**src/rtl/lpc_pkg.sv**
```systemverilog
// Shared definitions for the LPC cycle capture path: cycle-type codes,
// record field widths and the packed 32-bit record layout.
`timescale 1ns/1ps
package lpc_pkg;

  localparam int RECORD_W = 32;
  localparam int CYC_W    = 4;
  localparam int ADDR_W   = 16;
  localparam int BYTE_W   = 8;
  localparam int RSVD_W   = 2;

  localparam logic [CYC_W-1:0] CYC_IO_READ  = 4'b0000;
  localparam logic [CYC_W-1:0] CYC_IO_WRITE = 4'b0010;

  // Field order from MSB to LSB is the on-wire record layout.
  typedef struct packed {
    logic [CYC_W-1:0]  cyctype_dir;
    logic [ADDR_W-1:0] addr;
    logic [BYTE_W-1:0] data;
    logic              loss;
    logic              timeout;
    logic [RSVD_W-1:0] rsvd;
  } lpc_record_t;

  // I/O read and I/O write share the upper type bits; the low bits carry direction.
  function automatic logic is_io_cycle(input logic [CYC_W-1:0] ct);
    return (ct[3:2] == CYC_IO_READ[3:2]) || (ct[3:2] == CYC_IO_WRITE[3:2]);
  endfunction

endpackage

```
**src/rtl/lpc_cycle_buffer_if.sv**
```systemverilog
// Record stream from the capture buffer to the transport framer (valid/ready).
`timescale 1ns/1ps
interface lpc_cycle_buffer_if;
  import lpc_pkg::*;

  logic [RECORD_W-1:0] out_record;
  logic                out_valid;
  logic                out_ready;

  modport master (output out_record, output out_valid, input out_ready);
  modport slave  (input out_record, input out_valid, output out_ready);

endinterface

```
**src/rtl/lpc_sync_fifo.sv**
```systemverilog
// Generic single-clock first-word-fall-through FIFO with full/empty/level.
`timescale 1ns/1ps
module lpc_sync_fifo #(
  parameter int DATA_W = 32,
  parameter int DEPTH  = 16
) (
  input  logic                     clk_i,
  input  logic                     rst_ni,
  input  logic                     flush_i,
  input  logic                     push_i,
  input  logic [DATA_W-1:0]        wdata_i,
  input  logic                     pop_i,
  output logic [DATA_W-1:0]        rdata_o,
  output logic                     full_o,
  output logic                     empty_o,
  output logic [$clog2(DEPTH):0]   level_o
);

  localparam int AW = $clog2(DEPTH);
  localparam int PW = AW + 1;

  logic [PW-1:0]     wptr_q, wptr_d;
  logic [PW-1:0]     rptr_q, rptr_d;
  logic [DATA_W-1:0] mem_q [DEPTH];
  logic              push_en, pop_en;

  // Extra pointer MSB distinguishes full from empty when the index bits match.
  assign empty_o = (wptr_q == rptr_q);
  assign full_o  = (wptr_q[AW] != rptr_q[AW]) && (wptr_q[AW-1:0] == rptr_q[AW-1:0]);
  assign level_o = wptr_q - rptr_q;
  assign rdata_o = empty_o ? '0 : mem_q[rptr_q[AW-1:0]];

  assign pop_en  = pop_i & ~empty_o & ~flush_i;
  assign push_en = push_i & (~full_o | pop_en) & ~flush_i;

  always_comb begin
    wptr_d = wptr_q;
    rptr_d = rptr_q;
    if (flush_i) begin
      wptr_d = '0;
      rptr_d = '0;
    end else begin
      if (push_en) wptr_d = wptr_q + 1'b1;
      if (pop_en)  rptr_d = rptr_q + 1'b1;
    end
  end

  always_ff @(posedge clk_i or negedge rst_ni) begin
    if (!rst_ni) begin
      wptr_q <= '0;
      rptr_q <= '0;
    end else begin
      wptr_q <= wptr_d;
      rptr_q <= rptr_d;
    end
  end

  // Storage carries no reset; stale entries are unreachable once pointers clear.
  always_ff @(posedge clk_i) begin
    if (push_en) mem_q[wptr_q[AW-1:0]] <= wdata_i;
  end

endmodule

```
**src/rtl/lpc_cycle_buffer.sv**
```systemverilog
// Captures completed LPC I/O cycles on the decoder completion edge, applies the
// optional port window, and queues 32-bit records for the transport stage.
`timescale 1ns/1ps
module lpc_cycle_buffer
  import lpc_pkg::*;
#(
  parameter int          DEPTH     = 16,
  parameter int          FILTER_EN = 0,
  parameter logic [15:0] ADDR_LO   = 16'h0080,
  parameter logic [15:0] ADDR_HI   = 16'h0080
) (
  input  logic                   lpc_clock,
  input  logic                   lpc_reset,
  input  logic [3:0]             in_cyctype_dir,
  input  logic [31:0]            in_addr,
  input  logic [7:0]             in_data,
  input  logic                   in_clock_enable,
  input  logic                   in_sync_timeout,
  input  logic                   flush,
  lpc_cycle_buffer_if.master     out_if,
  output logic [$clog2(DEPTH):0] out_level,
  output logic [7:0]             out_overflow_count
);

  logic        prev_ce_q;
  logic        loss_q, loss_d;
  logic [7:0]  ovf_q, ovf_d;
  logic        cap_evt, win_ok, accept;
  logic        fifo_full, fifo_empty;
  logic        pop_req, push_req, drop;
  lpc_record_t rec;
  logic        unused_addr_hi;

  assign unused_addr_hi = ^in_addr[31:16];

  // prev_ce resets high so a level already asserted out of reset is not a capture.
  assign cap_evt = in_clock_enable & ~prev_ce_q;
  assign win_ok  = (FILTER_EN == 0) ||
                   ((in_addr[15:0] >= ADDR_LO) && (in_addr[15:0] <= ADDR_HI));
  assign accept  = cap_evt & is_io_cycle(in_cyctype_dir) & win_ok & ~flush;

  assign pop_req  = out_if.out_ready & ~fifo_empty;
  assign push_req = accept & (~fifo_full | pop_req);
  assign drop     = accept & fifo_full & ~pop_req;

  always_comb begin
    rec.cyctype_dir = in_cyctype_dir;
    rec.addr        = in_addr[15:0];
    rec.data        = in_data;
    rec.loss        = loss_q;
    rec.timeout     = in_sync_timeout;
    rec.rsvd        = '0;
  end

  always_comb begin
    loss_d = loss_q;
    ovf_d  = ovf_q;
    if (flush) begin
      loss_d = 1'b0;
      ovf_d  = '0;
    end else if (push_req) begin
      loss_d = 1'b0;
    end else if (drop) begin
      loss_d = 1'b1;
      if (ovf_q != 8'hFF) ovf_d = ovf_q + 8'd1;
    end
  end

  always_ff @(posedge lpc_clock or negedge lpc_reset) begin
    if (!lpc_reset) begin
      prev_ce_q <= 1'b1;
      loss_q    <= 1'b0;
      ovf_q     <= '0;
    end else begin
      prev_ce_q <= in_clock_enable;
      loss_q    <= loss_d;
      ovf_q     <= ovf_d;
    end
  end

  lpc_sync_fifo #(
    .DATA_W (RECORD_W),
    .DEPTH  (DEPTH)
  ) u_fifo (
    .clk_i   (lpc_clock),
    .rst_ni  (lpc_reset),
    .flush_i (flush),
    .push_i  (push_req),
    .wdata_i (rec),
    .pop_i   (pop_req),
    .rdata_o (out_if.out_record),
    .full_o  (fifo_full),
    .empty_o (fifo_empty),
    .level_o (out_level)
  );

  assign out_if.out_valid   = ~fifo_empty;
  assign out_overflow_count = ovf_q;

endmodule
```
**src/flat_wrapper.sv**
```systemverilog
// flat-port wrapper written by rule: the top's interface ports become plain ports
module lpc_cycle_buffer_flat import lpc_pkg::*;
#(
  parameter int          DEPTH     = 16,
  parameter int          FILTER_EN = 0,
  parameter logic [15:0] ADDR_LO   = 16'h0080,
  parameter logic [15:0] ADDR_HI   = 16'h0080
)
  (lpc_clock, lpc_reset, in_cyctype_dir, in_addr, in_data, in_clock_enable, in_sync_timeout, flush, out_level, out_overflow_count, out_if_out_record, out_if_out_valid, out_if_out_ready);
  lpc_cycle_buffer_if out_if_i ();
  input  logic lpc_clock;
  input  logic lpc_reset;
  input  logic [3:0] in_cyctype_dir;
  input  logic [31:0] in_addr;
  input  logic [7:0] in_data;
  input  logic in_clock_enable;
  input  logic in_sync_timeout;
  input  logic flush;
  output logic [$clog2(DEPTH):0] out_level;
  output logic [7:0] out_overflow_count;
  output wire logic [$bits(out_if_i.out_record)-1:0] out_if_out_record;
  output wire logic [$bits(out_if_i.out_valid)-1:0] out_if_out_valid;
  input wire logic [$bits(out_if_i.out_ready)-1:0] out_if_out_ready;
  assign out_if_out_record = out_if_i.out_record;
  assign out_if_out_valid = out_if_i.out_valid;
  assign out_if_i.out_ready = out_if_out_ready;
  lpc_cycle_buffer #(.DEPTH(DEPTH), .FILTER_EN(FILTER_EN), .ADDR_LO(ADDR_LO), .ADDR_HI(ADDR_HI)) u_core (.lpc_clock(lpc_clock), .lpc_reset(lpc_reset), .in_cyctype_dir(in_cyctype_dir), .in_addr(in_addr), .in_data(in_data), .in_clock_enable(in_clock_enable), .in_sync_timeout(in_sync_timeout), .flush(flush), .out_if(out_if_i), .out_level(out_level), .out_overflow_count(out_overflow_count));
endmodule
```
**config.mk**
```make
export PLATFORM = sky130hd
export DESIGN_NAME = lpc_cycle_buffer_flat
export DESIGN_NICKNAME = d
export VERILOG_FILES = /design/src/rtl/lpc_pkg.sv /design/src/rtl/lpc_cycle_buffer_if.sv /design/src/rtl/lpc_sync_fifo.sv /design/src/rtl/lpc_cycle_buffer.sv /design/src/flat_wrapper.sv
export SDC_FILE = /design/constraint.sdc
export NUM_CORES = 1
export LEC_CHECK = 0
export BUFFER_PORTS_ARGS = -buffer_cell sky130_fd_sc_hd__buf_2
export CAP_MARGIN = 40
export CORE_MARGIN = 10
export CORE_UTILIZATION = 30
export CTS_BUF_LIST = sky130_fd_sc_hd__clkbuf_8
export CTS_CLUSTER_DIAMETER = 60
export CTS_CLUSTER_SIZE = 8
export DETAILED_ROUTE_END_ITERATION = 10
export GPL_ROUTABILITY_DRIVEN = 1
export PLACE_DENSITY = 0.42
export RECOVER_POWER = 100
export SYNTH_ARGS = -nofsm -noshare
export SYNTH_HDL_FRONTEND = slang
export SYNTH_SLANG_ARGS = --single-unit
export TNS_END_PERCENT = 5
```
**constraint.sdc**
```tcl
create_clock -name lpc_clock -period 8.4 [get_ports lpc_clock]
set_input_delay 0.42 -clock lpc_clock [delete_from_list [all_inputs] [get_ports lpc_clock]]
set_output_delay 0.42 -clock lpc_clock [all_outputs]
set_load 0.01 [all_outputs]
```
==> flow_summary.ini, run 1 <==
[worst_setup_path]
cp_data_arrival_time_ns = 5.94
crit_type = register to register
crit_fanout = 36
cp.required_ns = 8.67
endpoint_kind = register
worstSetupStartpointType = register

[route]
post_drt_wl_per_cell_um = 25.9
finalWirelength_um = 49400
drtIter0Drc = 787
drc = 0
dr.pass1.iters = 5
vias_per_cell = 4.81
ant_nets = 0
vias = 9169

[floorplan]
die_h_um = 275
start_util_pct = 30.2
num_rows = 93
core_um2 = 64300
io_pins = 96
die_x_um = 275
dieArea_um2 = 75400

[clock_network]
cts_root_buf = clkbuf_8
clk_path_buf_depth = 3
clk_latency_ns = 0.65
cts_max_level = 3
cts.sinks = 500
cts_buffers = 73
cts_tree = built
path_clk_slew_ns = 0.06
cts_setup_buffers = 0

[global_route]
grt_pass1_vias = 10000
grt_overflow_total = 0
grt_usage_pct = 13.2
grt_max_degree = 90
antenna_found_initial = 2
grt_pass1_wl_um = 71600

[run]
maxCapViolCount = 8

[yosys]
synth_ff_type = edfxtp_1
async_flop_share_pct = 4.00
ys_seq_area_share_pct = 76.7
avgSynthCellArea_um2 = 21.6
synthDistinctLibCells = 50
synth_cells = 900
ys_ff_latch = 500
synth_area_um2 = 19500
yosys_warnings = 0
synth-edff-count = 480

[sta]
setup_viol = 0
rsz0062_at_grt = no
period_share_pct = 67.4
worstMarginPinSlew_ns = 2.62
slew_headroom_pct = -74.8
hold_viol = 0
report.final.slew_viol_count = 180
fin_worst_skew_ns = 0.0381
min_period_ns = 5.66
tns_ns = 0
fmax_ghz = 0.177

[pwr]
power.share.clock_pct = 37.3
leakagePower_nw = 6.76
netSwitchingFraction_pct = 21.8
p_comb_share_pct = 4.1
powerDensity_nw_per_um2 = 212
ir_worst_vdd_uv = 96.6
p_sw_mw = 1.02
p_seq_share_pct = 58.6
p_int_mw = 3.66

[cells_and_area]
num-nets-final = 1094
nFillCells = 6061
antenna_cells = 0
area_growth_pct = 13.3
fin_util_pct = 34.3
drive_gt1_share_pct = 23.2

[hold_path]
hp-class = primary input to register

[place]
routabilityCongestion = 0.683
hpwl_um = 25300
io_buffers = 77

[status]
violations = max-capacitance violations, max-slew violations
status = finished with violations
worst paths after layout:
| path | start | to | slack, ns | cells after the start |
|---|---|---|---|---|
| worst min register to register | u_core.out_overflow_count[4] | u_core.out_overflow_count[4] | 0.61 | 2 |
| worst min-delay path | out_if_out_ready | u_core.u_fifo.rptr_q[1] | 0.13 | 3 |
| max in group asynchronous | lpc_reset | u_core.u_fifo.rptr_q[1] | 6.96 | 2 |
| min in group asynchronous | lpc_reset | u_core.out_overflow_count[0] | 0.54 | 2 |
| worst max register to register | u_core.u_fifo.rptr_q[0] | u_core.u_fifo.mem_q[1][26] | 2.74 | 7 |
| worst max-delay path | u_core.u_fifo.rptr_q[0] | u_core.u_fifo.mem_q[1][26] | 2.74 | 7 |
timing repair:
item | 4_1_cts | 5_1_grt
hold buffers | 2 | 0
endpoints found under the hold margin | 20 | 0
gates resized for setup | 0 | 0
power groups by stage:
stage	Sequential, mW	Clock [mW]	Combinational [mW]
2_1_floorplan	2.79	0	0.118
3_3_place_gp	2.80	0	0.194
3_5_place_dp	2.80	0	0.201
4_1_cts	2.74	1.82	0.201
5_1_grt	2.74	1.93	0.210
6_report	2.74	1.75	0.191
worst max-delay path, cell delays in order (launching register included):
cell and delay, ns:
dfrtp_1 1.91, ha_1 0.54, nand4_1 0.26, o311ai_0 0.15, clkbuf_1 0.19, nor3_1 0.24, and2_0 1.41, buf_4 0.57
cells by family after synthesis:
| logic type | Yosys count | share of synthesized area [%] |
|---|---|---|
| AO/OA/AOI/OAI | 90 | 2.93 |
| flip-flops | 500 | 76.7 |
| XOR/XNOR | 11 | 0.572 |
| other | 1 | 0.0193 |
| buffers and inverters | 61 | 1.34 |
| adder cells (fa/ha/maj) | 11 | 0.746 |
| AND/OR/NAND/NOR | 73 | 2.14 |
| multiplexers | 153 | 15.6 |
cell usage after synthesis (3+ instances only):
library cell	instances	area, um2
edfxtp_1	480	14400
mux4_2	120	2700
o21ai_0	35	175
mux2i_1	31	310
a22oi_1	29	218
clkbuf_1	23	86.3
nor2_1	21	78.8
dfrtp_1	19	475
buf_2	17	85.1
inv_1	12	45.0
a21oi_1	11	55.1
ha_1	10	125
and2_1	9	56.3
nand2_1	7	26.3
xnor2_1	7	61.3
nand3_1	6	30.0
nand4_1	6	37.5
buf_1	4	15.0
a211oi_1	3	22.5
and2_2	3	22.5
nor3_1	3	15.0
o311ai_0	3	26.3
o31ai_1	3	22.5
or3_1	3	18.8
through the flow:
stage          power (mW)  hold WS [ns]  setup WS [ns]  instance area (um2)  std cells
6_report             4.68         0.133           2.74                22000       1907
5_1_grt              4.89         0.124           2.01                22000       1907
4_1_cts              4.77        0.0677           3.96                22200       1907
3_5_place_dp         3.00         0.427           4.68                21000       1811
3_3_place_gp         2.99         0.429           4.17                21000       1810
2_1_floorplan        2.91         0.124           4.83                19500        901
registers in the layout (all words and copies together), names as in the netlist:
name                       count
u_core.loss_q                  1
u_core.u_fifo.wptr_q           5
u_core.out_overflow_count      8
u_core.prev_ce_q               1
u_core.u_fifo.mem_q          480
u_core.u_fifo.rptr_q           5
per-layer routing:
| metal | share of wire, % | vias up | track usage (%) |
|---|---|---|---|
| li1 | - | 3998 | - |
| met1 | 45 | 4914 | 17.5 |
| met2 | 49 | 207 | 21.7 |
| met3 | 4.3 | 46 | 2.69 |
| met4 | 1.2 | 4 | 3.79 |
| met5 | 0.063 | - | 0 |
cell usage in the layout (no fill, tap or decap), types with 4 or more instances in the layout:
cell      count
nor2_1       19
xnor2_1       7
mux2i_1      31
buf_4        20
nand3_1       6
mux4_2      120
inv_1        23
clkbuf_1     77
edfxtp_1    480
ha_1         10
a21oi_1      10
nand4_1       7
buf_2         4
dfrtp_1      18
a22oi_1      29
o21ai_0      35
clkbuf_8     76
nand2_1       7
and2_0       11
layout make-up:
type	instances	area, um2	share of cell area, %
multi-input cells	340	4320	19.6
repair buffers	105	527	2.39
well taps	855	1070	4.85
clock inverters	18	119	0.539
inverters	13	48.8	0.221
flip-flops and latches	500	14900	67.7
clock buffers	76	1050	4.74
(Power assumes the default switching activity.)
==> run 2, diff against run 1 <==
- clock period: 8.4 -> 5.5 ns (I/O delays scaled with it)
==> run 2 against run 1 <==
Sequential power increased by 53%. Clock-buffer cell count unchanged. Sequential cell count stayed put. The flow still finishes with violations (max-capacitance violations, max-slew violations). Design area rose by 1.7%. Core utilization rose by 0.57 points.
==> flow_summary.ini, run 2 (same netlist as run 1, synthesis figures left out) <==
[hold_path]
hp-class = primary input to register

[global_route]
grtUsageMet3_pct = 2.21
busiest_layer = met2
use_met2_pct = 20.7
grt_pass1_wl_um = 70600
grt_pass1_vias = 10100
grt_use_met1_pct = 17.4
grt_max_degree = 93
antenna_found_initial = 3
grt_overflow_total = 0
grt_usage_pct = 12.9

[route]
vias = 9290
dr.pass1.iters = 4
drtIter0Drc = 630
vias_per_cell = 4.80
post_drt_wl_per_cell_um = 24.9
finalWirelength_um = 48200
ant_nets = 0
drc = 0

[cells_and_area]
area_growth_pct = 15.2
final_cell_mix = edfxtp_1 (480), mux4_2 (120), clkbuf_1 (83)
largest_reg_flops = 480
num-nets-final = 1132
drive_gt1_share_pct = 22.8
layout_commonest_cell = edfxtp_1
design_area_um2 = 22400

[floorplan]
io_pins = 96
die_h_um = 275
start_util_pct = 30.2
num_rows = 93
dieArea_um2 = 75400
die_x_um = 275
core_um2 = 64300

[sta]
worstMarginPinSlew_ns = 2.51
fin_worst_skew_ns = 0.0371
report.final.slew_viol_count = 81
fmax_ghz = 0.212
tns_ns = 0
hold_viol = 0
slew_headroom_pct = -67.2
rsz0062_at_grt = no
setup_viol = 0
period_share_pct = 86.0
min_period_ns = 4.73

[pwr]
ir_worst_vdd_uv = 123
leakagePower_nw = 6.87
powerDensity_nw_per_um2 = 314

[clock_network]
clk_latency_ns = 0.64
cts_tree = built
cts.sinks = 500
clk_path_buf_depth = 3
path_clk_slew_ns = 0.08
ctsResizeCount = 0
cts_buffers = 72
cts_max_level = 3
cts_root_buf = clkbuf_8

[place]
hpwl_um = 27600
io_buffers = 77
routabilityCongestion = 0.694
postPlaceCellArea_um2 = 21200

[status]
violations = max-capacitance violations, max-slew violations
status = finished with violations

[worst_setup_path]
path_buf_inv = 2
critical-path-top-delay-family = simple AND/OR/NAND/NOR gates
worstSetupStartpointType = register
cp_data_arrival_time_ns = 4.97
cp.depth = 6
path_common_cell = clkbuf_1
reg2reg_depth = 6
cp.required_ns = 5.74
crit_type = register to register
r2r-end = u_core.u_fifo.mem_q[2][14]
endpoint_kind = register
slowest_delay_ns = 1.61
cp_slowest_cell = nor2_1
startpoint = u_core.u_fifo.rptr_q[0]
regToRegStartpoint = u_core.u_fifo.rptr_q[0]
cp-endpoint = u_core.u_fifo.mem_q[2][14]
reg2reg_slack_ns = 0.77
path_cells = ha_1 -> nand4_1 -> o311ai_0 -> clkbuf_1 -> nor2_1 -> clkbuf_1
crit_fanout = 16

[run]
maxCapViolCount = 4
-- run 2: how the worst min path moves through the flow --
stage	startpoint	end	depth (start not counted)
final	flush	u_core.u_fifo.wptr_q[1]	2
after global routing	flush	u_core.u_fifo.wptr_q[2]	2
after CTS	in_cyctype_dir[3]	u_core.u_fifo.mem_q[12][29]	1
after detailed placement	lpc_reset	u_core.out_overflow_count[4]	1
after global placement	lpc_reset	u_core.out_overflow_count[5]	1
after floorplan	lpc_reset	u_core.loss_q	0
-- run 2: where the power goes --
part           total (mW)  internal (mW)  switching, mW
sequential           4.19           4.18        0.00938
clock                2.54           1.23           1.31
combinational       0.310          0.130          0.180
total                7.04           5.54           1.50
-- run 2: metal layers --
metal  part of all wire, %  up-vias  wire length, um
met5                 0.023        -               11
met4                   2.0        2              986
met3                   3.8       71             1810
met2                    48      173            23400
met1                    46     4976            22000
li1                      -     4068                -
-- run 2: layout make-up --
| class | instances | area, um2 |
|---|---|---|
| antenna | 1 | 2.50 |
| clock buffer | 76 | 1050 |
| clock inverter | 7 | 36.3 |
| fill | 6035 | 41900 |
| inverter | 13 | 48.8 |
| multi-input combinational | 340 | 4310 |
| sequential | 500 | 14900 |
| tap | 855 | 1070 |
| timing repair buffer | 144 | 977 |
-- run 2: what timing repair did --
item	4_1_cts	5_1_grt
buffers inserted	0	0
hold endpoints to repair	449	0
endpoints found under the setup margin	0	0
hold buffers	31	0
-- run 2: stage by stage --
step / std cells / util [%] / setup slack (ns) / hold WS (ns) / power [mW]
final: 1936 / 34.8 / 0.772 / 0.0802 / 7.04
after CTS: 1935 / 35.1 / 0.857 / 0.000209 / 7.18
after floorplan: 901 / - / 1.93 / -0.0206 / 4.44
after global routing: 1935 / 34.8 / 0.378 / 0.0907 / 7.34
after detailed placement: 1821 / 33.0 / 1.58 / 0.274 / 4.58
after global placement: 1811 / 32.6 / 1.65 / 0.272 / 4.57
